===== config.mk =====
export PLATFORM = sky130hd
export DESIGN_NAME = alu
export DESIGN_NICKNAME = d
export VERILOG_FILES = /design/src/rtl/alu.sv
export SDC_FILE = /design/constraint.sdc
export NUM_CORES = 1
export LEC_CHECK = 0
export ABC_AREA = 1
export CAP_MARGIN = 15
export CORE_MARGIN = 5
export CORE_UTILIZATION = 55
export DETAILED_ROUTE_END_ITERATION = 10
export MAX_ROUTING_LAYER = met4
export PLACE_DENSITY_LB_ADDON = 0.3
export SYNTH_ARGS = -nofsm -noshare
export SYNTH_HDL_FRONTEND = slang
export SYNTH_SLANG_ARGS = --single-unit

===== constraint.sdc =====
create_clock -name clk -period 2.4 [get_ports clk]
set_input_delay 0.6 -clock clk [delete_from_list [all_inputs] [get_ports clk]]
set_output_delay 0.6 -clock clk [all_outputs]
set_load 0.005 [all_outputs]

===== src/rtl/alu.sv =====
// Multi-cycle 4-bit arithmetic unit: add, subtract, shift-add multiply and
// restoring divide. Operands are captured in LOAD. Result flags are
// registered on the EXEC -> DONE transition and held until the next result.
//
// state | meaning
// IDLE  | waiting for init with sel high
// LOAD  | capture A, B, OP and seed the iteration registers
// ITER  | one multiply/divide step per cycle, four cycles total
// EXEC  | form the result; it is written on the way into DONE
// DONE  | done high for one cycle
module alu (
  input  logic       clk,
  input  logic       rst,
  input  logic       init,
  input  logic       sel,
  input  logic [1:0] OP,
  input  logic [3:0] A,
  input  logic [3:0] B,
  output logic [5:0] resul,
  output logic       Signo,
  output logic       C_out,
  output logic       done
);

  typedef enum logic [2:0] {S_IDLE, S_LOAD, S_EXEC, S_ITER, S_DONE} state_t;

  localparam logic [1:0] OP_ADD = 2'd0;
  localparam logic [1:0] OP_SUB = 2'd1;
  localparam logic [1:0] OP_MUL = 2'd2;
  localparam logic [1:0] OP_DIV = 2'd3;

  state_t     state, state_nxt;
  logic [1:0] op_r;
  logic [3:0] a_r, b_r;
  logic [1:0] iter_cnt;
  logic [7:0] acc, mcand;
  logic [3:0] mplier;
  logic [3:0] rem, quo;

  logic [4:0] div_shift, div_diff;
  logic       div_ge;
  logic [4:0] sum5;
  logic [5:0] res_nxt;
  logic       sgn_nxt, co_nxt;

  // State register
  always_ff @(posedge clk) begin
    if (rst) state <= S_IDLE;
    else     state <= state_nxt;
  end

  // Next-state decode; ITER exits when the down-counter reaches zero
  always_comb begin
    state_nxt = state;
    case (state)
      S_IDLE:  if (init && sel) state_nxt = S_LOAD;
      S_LOAD:  state_nxt = OP[1] ? S_ITER : S_EXEC;
      S_ITER:  if (iter_cnt == 2'd0) state_nxt = S_EXEC;
      S_EXEC:  state_nxt = S_DONE;
      S_DONE:  state_nxt = S_IDLE;
      default: state_nxt = S_IDLE;
    endcase
  end

  // One restoring-division step: bring in the next dividend bit, try subtracting
  always_comb begin
    div_shift = {rem, quo[3]};
    div_ge    = (div_shift >= {1'b0, b_r});
    div_diff  = div_shift - {1'b0, b_r};
  end

  // Operand capture and iterative multiply/divide datapath
  always_ff @(posedge clk) begin
    if (rst) begin
      op_r     <= 2'd0;
      a_r      <= 4'd0;
      b_r      <= 4'd0;
      iter_cnt <= 2'd0;
      acc      <= 8'd0;
      mcand    <= 8'd0;
      mplier   <= 4'd0;
      rem      <= 4'd0;
      quo      <= 4'd0;
    end else if (state == S_LOAD) begin
      op_r     <= OP;
      a_r      <= A;
      b_r      <= B;
      iter_cnt <= 2'd3;
      acc      <= 8'd0;
      mcand    <= {4'd0, A};
      mplier   <= B;
      rem      <= 4'd0;
      quo      <= A;
    end else if (state == S_ITER) begin
      iter_cnt <= iter_cnt - 2'd1;
      if (op_r == OP_MUL) begin
        if (mplier[0]) acc <= acc + mcand;
        mcand  <= {mcand[6:0], 1'b0};
        mplier <= {1'b0, mplier[3:1]};
      end else begin
        // a zero divisor always "fits"; the result is overridden below
        rem <= div_ge ? div_diff[3:0] : div_shift[3:0];
        quo <= {quo[2:0], div_ge};
      end
    end
  end

  // Result and flag formation from the captured operands
  always_comb begin
    res_nxt = 6'd0;
    sgn_nxt = 1'b0;
    co_nxt  = 1'b0;
    sum5    = {1'b0, a_r} + {1'b0, b_r};
    case (op_r)
      OP_ADD: begin
        res_nxt = {1'b0, sum5};
        co_nxt  = sum5[4];
      end
      OP_SUB: begin
        if (a_r >= b_r) begin
          res_nxt = {2'b00, a_r - b_r};
        end else begin
          res_nxt = {2'b00, b_r - a_r};
          sgn_nxt = 1'b1;
        end
        co_nxt = sgn_nxt;
      end
      OP_MUL: begin
        res_nxt = acc[5:0];
        co_nxt  = |acc[7:6];
      end
      OP_DIV: begin
        if (b_r == 4'd0) begin
          res_nxt = 6'h3F;
          co_nxt  = 1'b1;
        end else begin
          res_nxt = {2'b00, quo};
        end
      end
      default: res_nxt = 6'd0;
    endcase
  end

  // Output registers load only on the EXEC -> DONE transition
  always_ff @(posedge clk) begin
    if (rst) begin
      resul <= 6'd0;
      Signo <= 1'b0;
      C_out <= 1'b0;
    end else if (state == S_EXEC) begin
      resul <= res_nxt;
      Signo <= sgn_nxt;
      C_out <= co_nxt;
    end
  end

  assign done = (state == S_DONE);

endmodule


* Yosys cells after proc, flatten, opt, wreduce, memory -nomap -nowiden
Cells that the tools add are included.
** Operators by class
- $add $sub $neg :: 6
- Magnitude comparators :: 2
- Equal/unequal tests :: 10
- Mux-type cells :: 23
- Bitwise operators :: 1
- Reduce and logical (&&, ||, !) cells :: 15
** Operator list (count)
- two-way mux 4 bit :: 11
- one-hot mux 6 bit (4 select lines) :: 1
- one-hot mux 3 bit (4 select lines) :: 1
- subtractor 4 bit :: 3
- AND reduction 2 bit :: 5
- adder 8 bit :: 1
- equality test 3 x 2 -> 1 bit, second input constant :: 2
- two-way mux 3 bit :: 2
- two-way mux 6 bit :: 1
- inequality test 2 bit, second input constant :: 3
- adder 4 x 4 -> 5 bit :: 1
- >= comparator 5 x 4 -> 1 bit :: 1
- equality test 2 bit, second input constant :: 2
- >= comparator 4 bit :: 1
- logical NOT 2 bit :: 2
- logical NOT 4 bit :: 1
- two-way mux 1 bit :: 4
- two-way mux 2 bit :: 2
- one-hot mux 1 bit (4 select lines) :: 1
- nonzero test 2 bit :: 2
- OR reduction 2 bit :: 2
- equality test 3 x 1 -> 1 bit, second input constant :: 1
- equality test 3 bit, second input constant :: 1
- logical NOT 3 bit :: 1
- other kinds (5) :: 5
** Storage, ports and cells
- Flip-flop bits (word level) :: 51
- Bits of input ports :: 14
- Output and inout bits :: 9
- Word-level logic and storage cells :: 71

* Depth between registers and ports, before layout
Gate-level depths: netlist of the first run.
- Word-level depth :: 4
- Depth in mapped cells :: 13
- Gate-level depth less buffers :: 13

* Least setup slack after synthesis of the first run
OpenSTA, ideal clock, no wires.
- Path type :: flip-flop to flip-flop
- Start point :: reg b_r[1]
- End point :: reg resul[2]
- Setup time :: 109 ps
- Data arrival time :: 1627 ps
- Data required time :: 2291 ps
- Setup slack :: 664 ps
- Cell stages (with the launch flop) :: 9
- Buffers on the path :: 0
- Clock period less this slack :: 1736 ps
- Cell sequence :: dfxtp_1 > inv_1 > fa_1 > or2_2 > nand3_1 > nand2_1 > nand3b_1 > nand2_1 > inv_1
** Between the ends
- Word-level cells in the longest chain between the ends :: 3
- Elaborated cells on any way between the ends :: 8
- Those cells by class :: 3 x add/sub; 1 x order compare; 3 x mux; 1 x reduce/logical
** RTL lines
- start, declared :: RTL line 34 : logic [3:0] a_r, b_r;
- start signal, assigned :: RTL line 77 : b_r <= 4'd0;
- start signal, assigned :: RTL line 87 : b_r <= B;
- subtractor 4 bit, or another cell as far along :: RTL line 123 : res_nxt = {2'b00, b_r - a_r};
- two-way mux 4 bit or two-way mux 6 bit (tied branches) :: RTL line 120, 133
- one-hot mux 6 bit (4 select lines) (*) :: RTL line 114 : case (op_r)
- end signal, assigned :: RTL line 151 : resul <= res_nxt;
- end, declared :: RTL line 19 : output logic [5:0] resul,
Every way passes the cells marked *; elsewhere a longest branch is shown, timed or not.
A chain may end at the register's enable or synchronous reset.

* Final worst setup path of the first run
- Start point :: reg b_r[1]
- End point :: reg rem[0]
** Between the ends
- Word-level cells in the longest chain between the ends :: 2
** RTL lines
- >= comparator 5 x 4 -> 1 bit :: RTL line 68 : div_ge = (div_shift >= {1'b0, b_r});
- two-way mux 4 bit :: RTL line 102 : rem <= div_ge ? div_diff[3:0] : div_shift[3:0];
- end signal, assigned :: RTL line 102
- end, declared :: RTL line 38 : logic [3:0] rem, quo;
Every way passes these cells.

==> results.md, run 1 <==
- Die footprint: 7040 sq um
- Hpwl dp: 5670 um
- Sequential share of power: 0.458
- Critical path type: reg -> reg
- DR iter-0 viols: approximately 330
- Hold_buf cts: 0
- Fmax: approximately 480 MHz
- First-pass GRT wire length: ~12,000 um
- Grt total ovfl: 0
- Power per Cell Area: roughly 630 nW/um^2
- Top sig layer: met4
- Via density: between 5 and 6
- Clock network power share: 0.270
- Total number of H-tree levels: 2
- Die X: about 84 um
- Rel. slew slack: 0.578
- Worst min path class: reg -> reg
- Clock skew: just over 10 ps
- Root Buffer: clkbuf_8
- WL/cell: 14.0 um
- CP Capture Type: flop
- CTS Buffer Depth: 2
- Slowest-stage cell, CP: dfxtp_1
- Period minus WS final: roughly 2100 ps
- Post-synthesis register bit count: approximately 50
- Final-stage net count: between 400 and 500
- Worst-path clk slew: ~90 ps
- WL met3: 438 um
- Total of warnings raised by yosys: 0
- Peak VDD IR: 0.333 mV
- Initial antenna violation count: 0
- Synthesized Nets: ~460
- Most common cell after layout, fill and taps aside: nand2_1
- Row count: 26
- Seq/Total Area, Yosys: 0.340
- Post-synthesis async set-or-reset flop share: 0
- Synth Flop Type: dfxtp_1
- Worst path arrival time: between 2000 and 2500 ps
- Via count: around 2,800
- CTS Buf Count: 5
- Ports: 23
- Layout area overhead: 12.6%
- Slowest cell delay on critical path: ~500 ps
- Total GRT Usage: 0.212
- Fin Hold WS: 463 ps
- Port Buf Inserts: 22
- GPL Wtd Cong: a little over 0.9
- # diodes: 0
- CP most frequent cell: nand2_1
- Vias in the first global route: between 2,000 and 3,000
- Synth top area cells: dfxtp_1 (34%), nand2_1 (11%), ha_1 (9.6%), inv_1 (7.0%), a21oi_1 (6.5%)
- CTS Sinks: slightly above 50
- P_int: between 0.001 and 0.0015 W
- WP data required: 2600 ps
- P_sw: roughly 0.00070 W
- Status: completed
- Layout cell share with drive strength beyond 1: 0.0633
- PostCTS Resize Cnt: 0
- Worst-Margin Slew: 630 ps
- Antenna Violating Nets Remaining: 0
- CORE AREA: 5200 sq um
- Drt pass-1 iters: 5
- Mapped cell area: 3000 sq um
- Syn_area_per_cell: about 7 sq um
- Post-synth cell types: 33
- Post-synth top area share: 0.340
- Routed wl met2: 3370 um
- Final Max Tran Viols: 0
- Residual DRC: 0
- Clock Latency Late Sink: around 310 ps
- Startpoint class of the critical path: flop
- Leakage: approximately 1.5 nW
- Net Sw Frac: 0.326
- Setup_tns: 0 ps
- Post-Route WL: between 7000 and 8000 um
- EDFF count, synth: 0
- Post CTS Setup Buffer Count: 0
- Cell accounting for the most synthesized area: dfxtp_1
- M1 WL: ~3200 um
- Pin count of the biggest net entering global routing: 15
- Max-Cap Viols: 0
- Synth Instances: 420
- Die Y: about 84 um
- Initial core utilization: 0.577
- Commonest non-fill, non-tap cells in the layout: nand2_1 (89), inv_1 (56), dfxtp_1 (51)
- Critical Path, Cell by Cell: inv_1 -> ha_1 -> nand2_1 -> nor2_1 -> a21oi_1 -> nand2_1 -> nand2_1 -> nand3_1 -> nand2_1 -> inv_1
- CTS tree: done
- Crit share post-route: 0.867
- RSZ-0062 raised after global routing: false
- Combinational power share: 0.272
- Final setup vio count: 0
- Fin. Hold Viols: 0
- Worst-path fanout max: 6
power groups by stage:
stage               sequential [W]  clock [W]  combinational, W
floorplan                 0.000984          0          0.000421
global route              0.000990   0.000629          0.000657
finish                    0.000981   0.000578          0.000582
detailed placement        0.000999          0          0.000578
CTS                       0.000980   0.000586          0.000580
global placement          0.000998          0          0.000560
per-layer routing:
metal  vias to the layer above  track usage
li1                       1426            -
met1                      1283        0.267
met2                       109        0.346
met3                        18       0.0395
met4                         0       0.0643
met5                         -            -
cell type report:
type | count | area (sq um)
timing repair buffer | 25 | 243
tap | 70 | 87.6
fill | 481 | 1820
inverter | 64 | 240
sequential | 51 | 1020
multi-input combinational | 295 | 1690
clock buffer | 6 | 72.6
clock inverter | 1 | 30.0
flip-flops by register name, summed over array words and instances (netlist names):
signal	flops
acc	8
mcand	8
resul	6
a_r	4
b_r	4
mplier	4
quo	4
rem	4
state	3
iter_cnt	2
op_r	2
C_out	1
Signo	1
worst max-delay path: cells and delay by family (launching register included):
family | cells | cell delay, ps
flops | 1 | 510
compound gates | 1 | 310
buf+inv | 2 | 240
simple gates | 6 | 600
fa+ha+maj | 1 | 320
per-stage QoR:
step                total power, W  std cells  instance area [sq um]  setup slack (ps)  utilization
global placement           0.00156        505                   3280               398        0.630
finish                     0.00214        512                   3380               320        0.650
floorplan                  0.00141        420                   3000               664            -
global route               0.00228        512                   3380              80.3        0.650
detailed placement         0.00158        505                   3280               332        0.630
CTS                        0.00215        512                   3380               307        0.650
cell families after synthesis:
logic type / synth area share
AOI/OAI and AO/OA: 0.182
buffers and inverters: 0.0980
adders and majority gates: 0.129
and+or+nand+nor: 0.239
DFF: 0.340
xor gates and xnor gates: 0.0117
final timing paths:
kind | from | slack (ps) | cells after the start | to
setup / recovery | b_r[1] | 320 | 10 | rem[0]
hold / removal | iter_cnt[0] | 460 | 1 | iter_cnt[0]
setup reg to reg | b_r[1] | 320 | 10 | rem[0]
hold reg to reg | iter_cnt[0] | 460 | 1 | iter_cnt[0]
synthesized netlist by cell type (3+ instances only):
library cell  instances
nand2_1              89
inv_1                56
dfxtp_1              51
a21oi_1              39
o21ai_0              32
nand3_1              29
nor2_1               26
ha_1                 23
a31oi_1              10
inv_2                 8
fa_1                  5
o21ai_1               5
o22ai_1               5
buf_2                 4
clkbuf_1              4
nand2_2               4
nand3b_1              4
nand4_1               4
xnor2_1               4
nor2_4                3
o211ai_1              3
Power figures use the tool's default switching activity.
==> inputs of run 2 (changes only) <==
CAP_MARGIN = unset   (was 15)
CORE_UTILIZATION = 30   (was 55)
DONT_BUFFER_PORTS = 1   (was unset)
==> run 2 against run 1 <==
  * Sequential cell count did not move
  * First-iteration DRC count fell by 55%
  * Utilization fell by 32 points
  * Sequential share of layout area rose by 1.4 points
  * Wire length rose by 5.5%
  * Hold slack got worse by 120 ps
  * Setup slack improved by 120 ps
  * Critical endpoint unchanged
  * Die area rose by 72%
  * Maximum frequency rose by 6.1%
  * Register-to-register slack improved by 120 ps
  * Critical path depth did not move
==> results.md, run 2 (synthesis results as in run 1) <==
- WL/cell: 13.7 um (-2.5%)
- Cell count after placement: 546 (+8.1%)
- Hpwl dp: 6030 um (+6.2%)
- Worst-path fanout max: 6 (unchanged)
- Most common cell after layout, fill and taps aside: nand2_1
- Worst R2R Path Depth: 10 (unchanged)
- Crit share post-route: 0.817 (-0.0497)
- Worst-path clk slew: 100 ps (about the same)
- Period minus WS final: 1960 ps (-119 ps)
- GRT met1 Usage: 0.165 (-0.102)
- Final setup vio count: 0 (unchanged)
- Vias in the first global route: 2,485 (-4.1%)
- GPL Wtd Cong: 0.840 (-8.4%)
- CTS Buf Count: 5 (unchanged)
- Status: completed
- Placed Area: 3140 sq um (-4.3%)
- Power per Cell Area: 637 nW/um^2 (+0.53%)
- Row count: 36 (+38%)
- Met3 Use GR: 0.0262 (-0.0133)
- PostCTS Resize Cnt: 0 (unchanged)
- Max-Cap Viols: 0 (unchanged)
- Ports: 23 (unchanged)
- Worst-Margin Slew: 448 ps (-182 ps)
- Pin count of the biggest net entering global routing: 22 (+7)
- Fmax: 510 MHz (+6.1%)
- Non-filler instance count after layout: 554 (+8.2%)
- Die X: 110 um (+31%)
- Peak VDD IR: 0.274 mV (-18%)
- Post-Route WL: 7580 um (+5.5%)
- CTS Buffer Depth: 2 (unchanged)
- Total number of H-tree levels: 2 (unchanged)
- Most used routing layer in global routing: met2
- Fin. Hold Viols: 0 (unchanged)
- Grt total ovfl: 0 (unchanged)
- RSZ-0062 raised after global routing: false
- Setup_tns: 0 ps (unchanged)
- Die footprint: 12,100 sq um (+72%)
- M2 GR Usage: 0.228 (-0.118)
- CTS Sinks: 51 (unchanged)
- Clock Latency Late Sink: 310 ps (about the same)
- CP Capture Type: flop
- CORE AREA: 9770 sq um (+88%)
- Antenna Violating Nets Remaining: 0 (unchanged)
- Final Util: 0.331 (-0.319)
- # diodes: 0 (unchanged)
- Finished layout cell area: 3230 sq um (-4.4%)
- Via count: 2,636 (-7.1%)
- CTS tree: done
- Clock skew: 7.45 ps (-2.85 ps)
- Commonest non-fill, non-tap cells in the layout: nand2_1 (89), inv_1 (56), dfxtp_1 (51)
- Layout cell share with drive strength beyond 1: 0.0689 (+0.00554)
- DR iter-0 viols: 145 (-55%)
- Post CTS Setup Buffer Count: 0 (unchanged)
- Startpoint class of the critical path: flop
- Die Y: 110 um (+31%)
- Initial core utilization: 0.307 (-0.270)
- Port Buf Inserts: 0 (-100%)
- Min-Delay Path Depth: 1 (unchanged)
- Initial antenna violation count: 0 (unchanged)
- Total GRT Usage: 0.134 (-0.0778)
- Residual DRC: 0 (unchanged)
- Rel. slew slack: 0.701 (+0.124)
- Root Buffer: clkbuf_8
- Critical path type: reg -> reg
- Drt pass-1 iters: 4 (-1)
- Worst min path class: in -> reg
- First-pass GRT wire length: 12,300 um (+4.4%)
- WP data required: 2620 ps (+20 ps)
- Worst path arrival time: 2180 ps (-100 ps)
- Final-stage net count: 462 (-4.5%)
- Leakage: 1.41 nW (-5.6%)
- Largest registers: acc: 8 flops, mcand: 8 flops, resul: 6 flops
- Via density: 4.76 (-14%)
- Hold_buf cts: 0 (unchanged)
- Layout area overhead: 7.67%
- Final Max Tran Viols: 0 (unchanged)
run 2: cell types whose count changed in the layout (fill, tap and decap cells not counted):
cell,before,now
bufinv_16,1,0
clkdlybuf4s50_1,22,0
clkinv_4,0,1
clkbuf_8,5,6
run 2: per-layer routing:
metal | vias up | share of wire | routed length (um)
met2 | 39 | 0.48 | 3630
met4 | 0 | 0.013 | 98
li1 | 1375 | - | -
met1 | 1214 | 0.47 | 3580
met5 | - | 0 | 0
met3 | 8 | 0.036 | 272
run 2: final timing paths:
kind / startpoint / to / slack (ps)
max: b_r[1] / rem[0] / 440
min: rst / quo[0] / 350
max reg2reg: b_r[1] / rem[0] / 440
min reg2reg: iter_cnt[0] / iter_cnt[0] / 450
run 2: where the power goes:
| group | total, W | leakage (nW) | internal, W | switching (W) |
|---|---|---|---|---|
| Sequential | 0.000984 | 0.414 | 0.000917 | 0.0000670 |
| Combinational | 0.000540 | 0.946 | 0.000185 | 0.000355 |
| Clock | 0.000534 | 0.0484 | 0.000237 | 0.000297 |
run 2: per-stage QoR:
stage / worst slack (ps) / total power (W) / hold WS [ps]
2_1_floorplan: 664 / 0.00141 / 422
3_3_place_gp: 538 / 0.00153 / 437
5_1_grt: 258 / 0.00220 / 331
6_report: 439 / 0.00206 / 347
3_5_place_dp: 452 / 0.00154 / 441
4_1_cts: 435 / 0.00207 / 341
run 2: worst max-delay path, stage by stage, from the launching register on:
cell,delay [ps]
dfxtp_1,490
inv_1,200
ha_1,320
nand2_1,100
nor2_1,40
a21oi_1,280
nand2_1,180
nand2_1,100
nand3_1,60
nand2_1,70
inv_1,30
run 2: cell type report:
| cell class | count | area [sq um] |
|---|---|---|
| tap | 133 | 166 |
| clock buffer | 7 | 86.3 |
| timing repair buffer | 3 | 22.5 |
| sequential | 51 | 1020 |
| inverter | 64 | 240 |
| multi-input combinational | 295 | 1690 |
| clock inverter | 1 | 8.76 |
| fill | 1069 | 6540 |
==> inputs of run 3 (changes only) <==
clock period = 1.9 ns   (was 2.4 ns; I/O delays follow)
==> run 3 against run 2 <==
  * Wire length increased by 2.7%
  * Utilization increased by 0.87 points
  * Sequential share of layout area decreased by 0.66 points
  * Non-clock buffer count increased by 6
  * Total power increased by 34%
  * Critical endpoint is now rem[2]
  * Cell area increased by 2.6%
  * Critical path type unchanged
  * Clock power increased by 47%
  * Via count increased by 3.5%
  * Sequential power increased by 26%
  * Cell count increased by 1.1%
==> results.md, run 3 (synthesis results as in run 1) <==
- First-pass GRT wire length: 12,700 um (+2.7%)
- CORE AREA: 9770 sq um (unchanged)
- Final Power: 0.00276 W (+34%)
- Via density: 4.87 (+2.3%)
- Period minus WS final: 1730 ps (-228 ps)
- Total GRT Usage: 0.138 (+0.00364)
- Clock skew: 11.0 ps (+3.51 ps)
- Die footprint: 12,100 sq um (unchanged)
- Final setup vio count: 0 (unchanged)
- Leakage: 1.45 nW (+2.6%)
- Worst path arrival time: 1950 ps (-230 ps)
- Antenna Violating Nets Remaining: 0 (unchanged)
- Final-stage net count: 468 (+1.3%)
- Clock network power share: 0.285 (+0.025)
- Hold_buf cts: 0 (unchanged)
- Net Sw Frac: 0.338 (-0.0119)
- Sequential share of power: 0.448 (-0.030)
- Final Util: 0.339 (+0.00870)
- Port Buf Inserts: 0 (unchanged)
- Grt total ovfl: 0 (unchanged)
- Slowest-stage cell, CP: dfxtp_1
- CP most frequent cell: nand2_1
- Power per Cell Area: 832 nW/um^2 (+31%)
- Critical path type: reg -> reg
- Post-Route WL: 7780 um (+2.7%)
- Residual DRC: 0 (unchanged)
- Peak VDD IR: 0.316 mV (+16%)
- CTS tree: done
- CTS Buf Count: 5 (unchanged)
- Layout cell share with drive strength beyond 1: 0.101 (+0.0318)
- WP data required: 2120 ps (-500 ps)
- Commonest non-fill, non-tap cells in the layout: nand2_1 (87), inv_1 (56), dfxtp_1 (49)
- Worst-path fanout max: 4 (-2)
- Critical Path, Cell by Cell: inv_1 -> ha_1 -> a21oi_1 -> o21ai_0 -> nand2_1 -> nand2_1 -> nand2_1 -> nand3_1 -> nand2_1 -> inv_1
- Hpwl dp: 6090 um (+1.0%)
- P_int: 0.00183 W (+37%)
- Setup_tns: 0 ps (unchanged)
- Drt pass-1 iters: 4 (unchanged)
- Final Max Tran Viols: 0 (unchanged)
- Crit share post-route: 0.912 (+0.0949)
- DR iter-0 viols: 143 (-1.4%)
- Fin. Hold Viols: 0 (unchanged)
- Pin count of the biggest net entering global routing: 22 (unchanged)
- Clock Latency Late Sink: 310 ps (about the same)
- P_sw: 0.000932 W (+30%)
- Initial antenna violation count: 0 (unchanged)
- Initial core utilization: 0.307 (unchanged)
- Die Y: 110 um (unchanged)
- Largest registers: acc: 8 flops, mcand: 8 flops, resul: 6 flops
- Die X: 110 um (unchanged)
- WL/cell: 13.9 um (+1.6%)
- Worst-Margin Slew: 502 ps (+53.5 ps)
- Layout area overhead: 10.5%
- # diodes: 0 (unchanged)
- RSZ-0062 raised after global routing: false
- Combinational power share: 0.267 (+0.005)
- Worst min path class: in -> reg
- Max-Cap Viols: 0 (unchanged)
- CTS Buffer Depth: 2 (unchanged)
- Root Buffer: clkbuf_8
- Via count: 2,727 (+3.5%)
- GPL Wtd Cong: 0.847 (+0.81%)
- Row count: 36 (unchanged)
- Total number of H-tree levels: 2 (unchanged)
- CP Capture Type: flop
- Ports: 23 (unchanged)
- Slowest cell delay on critical path: 420 ps (-70 ps)
- Status: completed
- CTS Sinks: 51 (unchanged)
- Fmax: 577 MHz (+13%)
- Most common cell after layout, fill and taps aside: nand2_1
- Rel. slew slack: 0.666 (-0.0357)
- Startpoint class of the critical path: flop
- Worst-path clk slew: 100 ps (about the same)
- Vias in the first global route: 2,519 (+1.4%)
[run 3: cell types whose count changed in the layout (fill, tap and decap cells not counted), moves of 2 or more]
cell and change:
dfxtp_1 -2, nand2_2 +2, ha_2 +2, ha_1 -2
buf_4 +6, nand2_1 -2
[run 3: worst paths after layout]
kind	from	end	slack (ps)	depth (start not counted)
hold / removal	rst	state[0]	220	1
hold reg to reg	iter_cnt[0]	iter_cnt[0]	470	1
setup / recovery	b_r[2]	rem[2]	170	10
setup reg to reg	b_r[2]	rem[2]	170	10
[run 3: layout make-up]
class / instances / area, sq um
clock inverter: 2 / 38.8
clock buffer: 6 / 72.6
sequential: 51 / 1030
fill: 1057 / 6460
tap: 133 / 166
inverter: 64 / 240
multi-input combinational: 295 / 1710
timing repair buffer: 9 / 67.6
[run 3: repair_timing]
item / CTS / global route
resized for setup: 0 / 10
endpoints found under the hold margin: 0 / 0
setup buffers: 0 / 0
endpoints found under the setup margin: 0 / 5
[run 3: worst max-delay path, delay by kind of cell (launching register included)]
family          cells  cell delay, ps
simple gates        5             410
buf+inv             2             150
compound gates      2             310
flops               1             420
fa+ha+maj           1             350
[run 3: stage by stage]
stage	worst slack, ps	hold slack [ps]	std cells	area (sq um)
2_1_floorplan	164	422	420	3000
3_3_place_gp	127	441	552	3180
3_5_place_dp	64.1	451	552	3180
4_1_cts	44.5	214	560	3290
5_1_grt	5.83	194	560	3320
6_report	168	224	560	3320
[run 3: layer usage]
metal	up-vias	wire length, um	global-route usage
met2	39	3940	0.234
met1	1294	3430	0.169
li1	1390	-	-
met5	-	0	-
met4	0	55	0.0240
met3	4	349	0.0332
[run 3: power by group through the flow]
stage	clock network (W)	registers (W)	logic [W]
floorplan	0	0.00124	0.000532
global placement	0	0.00126	0.000719
detailed placement	0	0.00126	0.000721
CTS	0.000807	0.00124	0.000727
global route	0.000856	0.00125	0.000840
finish	0.000786	0.00124	0.000738
